==> src/rtl/lz_arb_pkg.sv <==
// Shared definitions for the lowest-zero priority arbiter.
//   arb_state_e : arbiter FSM states (idle / grant held)
//   MODE_FIXED  : fixed MSB-first priority
//   MODE_RR     : round-robin priority starting at rr_ptr
//   idx_to_pos  : maps a grant index (counted from the MSB) to its req_n bit position
package lz_arb_pkg;

  typedef enum logic [0:0] {
    ST_IDLE  = 1'b0,
    ST_GRANT = 1'b1
  } arb_state_e;

  localparam int MODE_FIXED = 0;
  localparam int MODE_RR    = 1;

  // Index 0 is the MSB of req_n, index n-1 is bit 0.
  function automatic int unsigned idx_to_pos(input int unsigned idx, input int unsigned n);
    return n - 1 - idx;
  endfunction

endpackage

==> src/rtl/lz_prio_pick.sv <==
// Combinational rotating first-zero finder.
//   req_n : active-low requests, bit N-1 is index 0
//   start : index at which the search begins (wraps from N-1 to 0)
//   excl  : active-high mask in req_n bit positions; masked channels never win
//   found : some non-excluded channel is requesting
//   idx   : first requesting index at or after start (0 when found=0)
module lz_prio_pick
  import lz_arb_pkg::*;
#(
  parameter int N = 4,
  parameter int W = $clog2(N)
) (
  input  logic [N-1:0] req_n,
  input  logic [W-1:0] start,
  input  logic [N-1:0] excl,
  output logic         found,
  output logic [W-1:0] idx
);

  localparam int WP = W + 1;

  // Candidates re-ordered so that cand[i] belongs to grant index i.
  logic [N-1:0]  cand;
  // One extra bit: start + k reaches at most 2N-2 before the wrap.
  logic [WP-1:0] pos;

  for (genvar i = 0; i < N; i++) begin : g_cand
    assign cand[i] = ~req_n[idx_to_pos(i, N)] & ~excl[idx_to_pos(i, N)];
  end

  always_comb begin
    found = 1'b0;
    idx   = '0;
    pos   = '0;
    for (int k = 0; k < N; k++) begin
      pos = {1'b0, start} + WP'(k);
      // Wrap at N rather than 2^W so non-power-of-2 N never yields idx >= N.
      if (pos >= WP'(N)) pos = pos - WP'(N);
      if (!found && cand[pos[W-1:0]]) begin
        found = 1'b1;
        idx   = pos[W-1:0];
      end
    end
  end

endmodule

==> src/rtl/lz_prio_arbiter.sv <==
// Registered N-channel lowest-zero priority arbiter with optional round-robin
// and a bounded hold limit.
//   clk        : system clock, rising edge
//   rst        : synchronous active-high reset
//   req_n      : active-low requests; req_n[N-1] is index 0
//   gnt_valid  : a grant is active
//   gnt_idx    : granted index counted from the MSB
//   gnt_onehot : active-high grant in req_n bit positions, zero when idle
// Handshake: there is no ready; a channel keeps its grant for as long as it
// holds its req_n bit low, except that with MAX_HOLD != 0 the grant is taken
// away after MAX_HOLD cycles if another channel is waiting. All outputs are
// registered (or decoded from registers only), never combinational from req_n.
// Internal state (state_q, rr_ptr, hold_cnt) is kept as named signals so
// checkers can bind to it.
module lz_prio_arbiter
  import lz_arb_pkg::*;
#(
  parameter int N        = 4,
  parameter int W        = $clog2(N),
  parameter int MODE     = 0,
  parameter int MAX_HOLD = 0
) (
  input  logic         clk,
  input  logic         rst,
  input  logic [N-1:0] req_n,
  output logic         gnt_valid,
  output logic [W-1:0] gnt_idx,
  output logic [N-1:0] gnt_onehot
);

  localparam int HW = (MAX_HOLD > 0) ? $clog2(MAX_HOLD + 1) : 1;
  localparam logic [HW-1:0] HOLD_LAST = (MAX_HOLD > 0) ? HW'(MAX_HOLD - 1) : '0;

  arb_state_e    state_q, state_d;
  logic [W-1:0]  rr_ptr, rr_d;
  logic [HW-1:0] hold_cnt, hold_d;
  logic          valid_d;
  logic [W-1:0]  idx_d;

  logic [W-1:0]  pick_start;
  logic [N-1:0]  pick_excl;
  logic          pick_found;
  logic [W-1:0]  pick_idx;
  logic          released;
  logic          at_limit;
  logic          take;

  lz_prio_pick #(.N(N), .W(W)) u_pick (
    .req_n (req_n),
    .start (pick_start),
    .excl  (pick_excl),
    .found (pick_found),
    .idx   (pick_idx)
  );

  for (genvar i = 0; i < N; i++) begin : g_onehot
    assign gnt_onehot[idx_to_pos(i, N)] = gnt_valid && (gnt_idx == W'(i));
  end

  always_comb begin
    pick_start = (MODE == MODE_RR) ? rr_ptr : '0;
    // The granted channel has dropped its request.
    released   = ~|(~req_n & gnt_onehot);
    at_limit   = (MAX_HOLD != 0) && (hold_cnt == HOLD_LAST);
    // Only a timeout (not a release) excludes the current holder.
    pick_excl  = (state_q == ST_GRANT && !released && at_limit) ? gnt_onehot : '0;
  end

  always_comb begin
    state_d = state_q;
    valid_d = gnt_valid;
    idx_d   = gnt_idx;
    rr_d    = rr_ptr;
    hold_d  = hold_cnt;
    take    = 1'b0;
    case (state_q)
      ST_IDLE: take = pick_found;
      ST_GRANT: begin
        if (released) begin
          if (pick_found) begin
            take = 1'b1;
          end else begin
            state_d = ST_IDLE;
            valid_d = 1'b0;
            idx_d   = '0;
          end
        end else if (at_limit) begin
          // Nobody else waiting: keep the grant and start a fresh window.
          if (pick_found) take = 1'b1;
          else            hold_d = '0;
        end else if (MAX_HOLD != 0) begin
          hold_d = hold_cnt + HW'(1);
        end
      end
      default: state_d = ST_IDLE;
    endcase
    if (take) begin
      state_d = ST_GRANT;
      valid_d = 1'b1;
      idx_d   = pick_idx;
      hold_d  = '0;
      rr_d    = (pick_idx == W'(N - 1)) ? '0 : pick_idx + W'(1);
    end
  end

  always_ff @(posedge clk) begin
    if (rst) begin
      state_q   <= ST_IDLE;
      gnt_valid <= 1'b0;
      gnt_idx   <= '0;
      rr_ptr    <= '0;
      hold_cnt  <= '0;
    end else begin
      state_q   <= state_d;
      gnt_valid <= valid_d;
      gnt_idx   <= idx_d;
      rr_ptr    <= rr_d;
      hold_cnt  <= hold_d;
    end
  end

endmodule

==> config.mk <==
export PLATFORM = sky130hd
export DESIGN_NAME = lz_prio_arbiter
export DESIGN_NICKNAME = d
export VERILOG_FILES = /design/src/rtl/lz_arb_pkg.sv /design/src/rtl/lz_prio_pick.sv /design/src/rtl/lz_prio_arbiter.sv
export SDC_FILE = /design/constraint.sdc
export NUM_CORES = 1
export LEC_CHECK = 0
export CAP_MARGIN = 20
export CORE_AREA = 2 2 39 41
export DETAILED_ROUTE_END_ITERATION = 10
export DIE_AREA = 0 0 41 43
export PLACE_DENSITY = 0.5
export SYNTH_ARGS = -nofsm -noshare
export SYNTH_HDL_FRONTEND = slang
export SYNTH_SLANG_ARGS = --single-unit
==> constraint.sdc <==
create_clock -name clk -period 2.8 [get_ports clk]
set_clock_uncertainty 0.2 [all_clocks]
set_input_delay 0.28 -clock clk [delete_from_list [all_inputs] [get_ports clk]]
set_output_delay 0.28 -clock clk [all_outputs]
set_load 0.1 [all_outputs]
# Yosys cells after proc, flatten, opt, wreduce, memory -nomap -nowiden
# Cells that the tools add are included.
[word_totals]
reg_bits = 4
latch_bits = 0
mem_bits_rw = 0
romBits = 0
in_bits = 6
out_inout_bits = 7
mem_count = 0
[classes]
add_sub_neg = 0
mul = 0
div_mod_pow = 0
n_lt_le_gt_ge = 0
eq_ne = 5
shifts = 0
mux = 21
bitwise_logic = 6
reduce_logical = 13
[op_table]
columns = ["cell", "count"]
rows = [
  ["$mux 1", 14],
  ["$mux 2", 6],
  ["$logic_and 1x1->1", 7],
  ["$and 4x4->4", 1],
  ["$eq 2x2->1 const B", 2],
  ["$not 1->1", 4],
  ["$not 4->4", 1],
  ["$reduce_or 4->1", 1],
  ["$reduce_and 3->1", 1],
  ["$eq 2x1->1 const B", 1],
  ["$logic_not 1->1", 2],
  ["$logic_not 2->1", 1],
  ["$ne 2x1->1 const B", 1],
  ["$ne 2x2->1 const B", 1],
  ["$pmux 1 s2", 1],
  ["$reduce_bool 2->1", 1],
]

# Longest topological paths before layout
[logic_depth]
depth_word = 14
depth_mapped = 4
mapped_depth_nobuf = 4

# By module
# From an unflattened synthesis, not the netlist that was laid out.
[hier_totals]
hier_cells = 49
area_unflattened_um2 = 361.6
[by_module_without_submodules]
columns = ["mod", "instances", "cells_per_inst", "area_each_um2", "seq_area_each_um2"]
rows = [
  ["lz_prio_arbiter", 1, 33, 261.5, 80.1],
  ["lz_prio_pick", 1, 16, 100.1, 0.0],
]

# Worst setup path before layout
# No wires, ideal clock.
[synth_path]
path_kind = "reg-to-output"
start = "register gnt_valid"
end = "output port gnt_onehot[2]"
t_arrival_ps = 1801
setup_slack_ps = 519
stages_incl_launch_ff = 3
n_path_buf = 0
cell_sequence = "dfxtp_1 nor2b_1 and2_2"
[synth_via]
elab_chain_cells = 1
[synth_rtl]
columns = ["item", "line_no", "source"]
rows = [
  ["start, declared", "lz_prio_arbiter.sv:26", "output logic gnt_valid,"],
  ["start signal, assigned", "lz_prio_arbiter.sv:115", "gnt_valid <= valid_d;"],
  ["$logic_and 1x1->1", "lz_prio_arbiter.sv:57", "assign gnt_onehot[idx_to_pos(i, N)] = gnt_valid && (gnt_idx == W'(i));"],
  ["end, declared", "lz_prio_arbiter.sv:28", "output logic [N-1:0] gnt_onehot"],
]
# Every way passes these cells.

# Worst setup path in the final report
# Same ends and word-level chain as after synthesis.

==> implementation parameters <==
Parameter                              Value

STA
  Final Cycle Share    approximately two thirds
  Max Freq    around 540 MHz
  Worst slew pin tran    0.2516 ns
  Max Transition Viols Final    0
  Tmin final    1.865 ns
  Total negative slack for setup checks    0 ns
  Final-report hold violation count    0
  Slew HR    approximately 83%
  Unrepaired setup endpoints after global routing    no
  Final setup fails    0

Critical path
  Worst-path fanout max    6
  Setup crit end kind    output pin
  Data arrival time of the critical path    roughly 1.4 ns
  Crit path required time    2.32 ns
  Startpoint kind of the worst setup timing path    register
  Type of the worst setup path    register to output pin

Outcome
  Run status    finished, final reports clean

Pwr
  Switching Fraction    39.38%
  Maximum vdd drop    roughly 180 µV
  Static leakage power    approximately 0.17 nW
  Combinational share of power    a little under two fifths
  Clock network fraction of total power    31.9%
  Sequential fraction of design power    30.2%
  Internal Pwr Total    ~0.13 mW
  Sw power    0.08687 mW
  Total power per unit cell area    540.8 mW/mm²

Synthesis
  Synth Net Count    34
  Number of instances in the synthesized netlist    28
  Synthesized cell area    ~260 µm²
  Mean cell area of the mapped netlist    between 9 and 10 µm²
  Leading cell types by total area after synthesis    sky130_fd_sc_hd__dfxtp_1 30%, sky130_fd_sc_hd__nand2b_1 9.5%, sky130_fd_sc_hd__mux2i_1 7.6%
  Number of distinct library cells after synthesis    18
  Share of the yosys chip area belonging to registers    a little under a third
  Top-area cell type share of the netlist area    30.48%
  Warning count from the yosys run    0
  Post-synthesis register bit count    4
  Synth area leader    sky130_fd_sc_hd__dfxtp_1

Drt
  Drc violations    0
  Vias after detailed routing    roughly 270
  Initial DRT Pass Iterations    1
  Total wirelength of the detailed-routed design    650 µm
  Ratio of routed vias to standard cells    between 4 and 5
  First DRT Iteration DRCs    0
  Routed length per placed instance    11.02 µm
  Remaining antenna violation count after routing    0

Floorplan
  Effective utilization at floorplan    18.99%
  Chip Width    approximately 40 µm
  Number of rows in the core area    14
  Number of placed I/O pins    13
  Die Outline Area    0.001763 mm²
  Floorplan die height    around 43 µm
  Std-Cell Core Area    between 0.001 and 0.0015 mm²

GRT
  Maximum number of pins on one net before global-route repair    9
  Total grt overflow    0
  GRT Total Usage    8.526%
  Via count of the first global-routing pass    261
  Wire length of the first global-routing pass    roughly 1000 µm
  Antenna violations before repair    0

Layout
  Utilization of the core after routing    between 20% and 30%
  Inserted Diodes    0
  Area growth from synthesis to layout    55.24%
  Register area    around 80 µm²
  Footprint of the multi-input gates    178.9 µm²
  Ratio of cells with drive above 1 in the final layout    between 30% and 40%
  Final-stage net count    just over 50
  Count of fill cells added during filler insertion    ~150

Clock tree
  H-tree depth reported by CTS    1
  Buffers inserted during post-CTS setup optimization    0
  Clock latency at the later pin of the worst-skew pair    around 0.23 ns
  Maximum root-to-sink buffer count    2
  Count of cells resized by post-cts repair    0
  CTS root buffer    sky130_fd_sc_hd__clkbuf_4
  CTS tree    built
  Number of buffers inserted during clock tree synthesis    3
  Clock-pin slew reported for the worst setup and hold paths after clock tree synthesis    about 0.04 ns
  Number of clock sinks    4
  CTS hold repair buffers    0

Placed design
  Final RePlAce weighted congestion    around 0.69
  Buffers added on ports    12

Hold path
  Hold Crit Class    register to register

Flow run
  Number of maximum-capacitance constraint violations    0
## path summary, 6_finish.rpt
kind,end,start,slack [ns],depth (start not counted)
min,gnt_valid,gnt_valid,0.33,2
max,gnt_onehot[2],gnt_valid,0.93,3
max reg2reg,gnt_idx[0],gnt_idx[0],1.24,4
min reg2reg,gnt_valid,gnt_valid,0.33,2
## flip-flops by register name, summed over array words and instances (netlist names)
register	cells
gnt_idx	2
gnt_valid	1
state_q	1
## metrics by stage
| stage | worst slack, ns | instances | cell area (µm²) | hold slack (ns) | total power [mW] |
|---|---|---|---|---|---|
| floorplan | 0.5189 | 28 | 262.8 | 0.1601 | 0.1286 |
| global placement | 0.9424 | 56 | 385.4 | 0.3058 | 0.1508 |
| detailed placement | 0.9171 | 56 | 385.4 | 0.3210 | 0.1514 |
| CTS | 0.9032 | 59 | 407.9 | 0.3419 | 0.2235 |
| global route | 0.8488 | 59 | 407.9 | 0.3533 | 0.2304 |
| finish | 0.9346 | 59 | 407.9 | 0.3295 | 0.2206 |
## synthesized netlist by cell type
master / instances
sky130_fd_sc_hd__and2b_2: 2
sky130_fd_sc_hd__and3_1: 1
sky130_fd_sc_hd__and2_1: 1
sky130_fd_sc_hd__a22o_1: 1
sky130_fd_sc_hd__a32o_1: 1
sky130_fd_sc_hd__and3_2: 1
sky130_fd_sc_hd__o21bai_1: 1
sky130_fd_sc_hd__nand4_1: 1
sky130_fd_sc_hd__a21oi_1: 2
sky130_fd_sc_hd__a21oi_2: 1
sky130_fd_sc_hd__nand2b_1: 4
sky130_fd_sc_hd__inv_1: 1
sky130_fd_sc_hd__a32oi_2: 1
sky130_fd_sc_hd__nor2b_1: 2
sky130_fd_sc_hd__mux2i_1: 2
sky130_fd_sc_hd__a221oi_1: 1
sky130_fd_sc_hd__and2_2: 1
sky130_fd_sc_hd__dfxtp_1: 4
## power groups by stage
stage | combinational [mW] | sequential (mW) | clock [mW]
after floorplan | 0.0413 | 0.0873 | 0
after global placement | 0.0836 | 0.0671 | 0
after detailed placement | 0.0839 | 0.0675 | 0
after global routing | 0.0880 | 0.0674 | 0.0749
final | 0.0836 | 0.0666 | 0.0704
after CTS | 0.0840 | 0.0667 | 0.0727
## layout make-up
type	instances	share of cell area [%]
Multi-Input combinational cell	23	43.87
Timing Repair Buffer	12	25.15
Sequential cell	4	19.63
Clock buffer	3	5.521
Tap cell	16	4.908
Inverter	1	0.9202
## worst max-delay path: stages (launching register included)
cell	delay (ns)
sky130_fd_sc_hd__dfxtp_1	0.39
sky130_fd_sc_hd__nor2b_1	0.29
sky130_fd_sc_hd__and2_2	0.19
sky130_fd_sc_hd__buf_4	0.28
## placed cells by master, fill, tap and decap left out
cell,count
sky130_fd_sc_hd__nor2b_1,2
sky130_fd_sc_hd__clkbuf_4,3
sky130_fd_sc_hd__and2_1,1
sky130_fd_sc_hd__inv_1,1
sky130_fd_sc_hd__a21oi_1,2
sky130_fd_sc_hd__a21oi_2,1
sky130_fd_sc_hd__a221oi_1,1
sky130_fd_sc_hd__and3_2,1
sky130_fd_sc_hd__nand2b_1,4
sky130_fd_sc_hd__nand4_1,1
sky130_fd_sc_hd__mux2i_1,2
sky130_fd_sc_hd__and2_2,1
sky130_fd_sc_hd__a32oi_2,1
sky130_fd_sc_hd__clkdlybuf4s50_1,5
sky130_fd_sc_hd__a32o_1,1
sky130_fd_sc_hd__a22o_1,1
sky130_fd_sc_hd__buf_4,7
sky130_fd_sc_hd__and2b_2,2
sky130_fd_sc_hd__and3_1,1
sky130_fd_sc_hd__o21bai_1,1
sky130_fd_sc_hd__dfxtp_1,4
## cells by family after synthesis
kind of cell / synth area share (%)
AOI/OAI and AO/OA: 26.67
DFF: 30.48
buffers and inverters: 1.427
and+or+nand+nor: 33.82
muxes: 7.619
## metal layers
metal  track usage, %  part of all wire [%]  vias up
li1                 -                     -      136
met1            6.410                    36      123
met2            16.56                    56       10
met3            4.712                   7.8        0
met4            2.000                     0        0
met5                0                     0        -
Power figures use the tool's default switching activity.
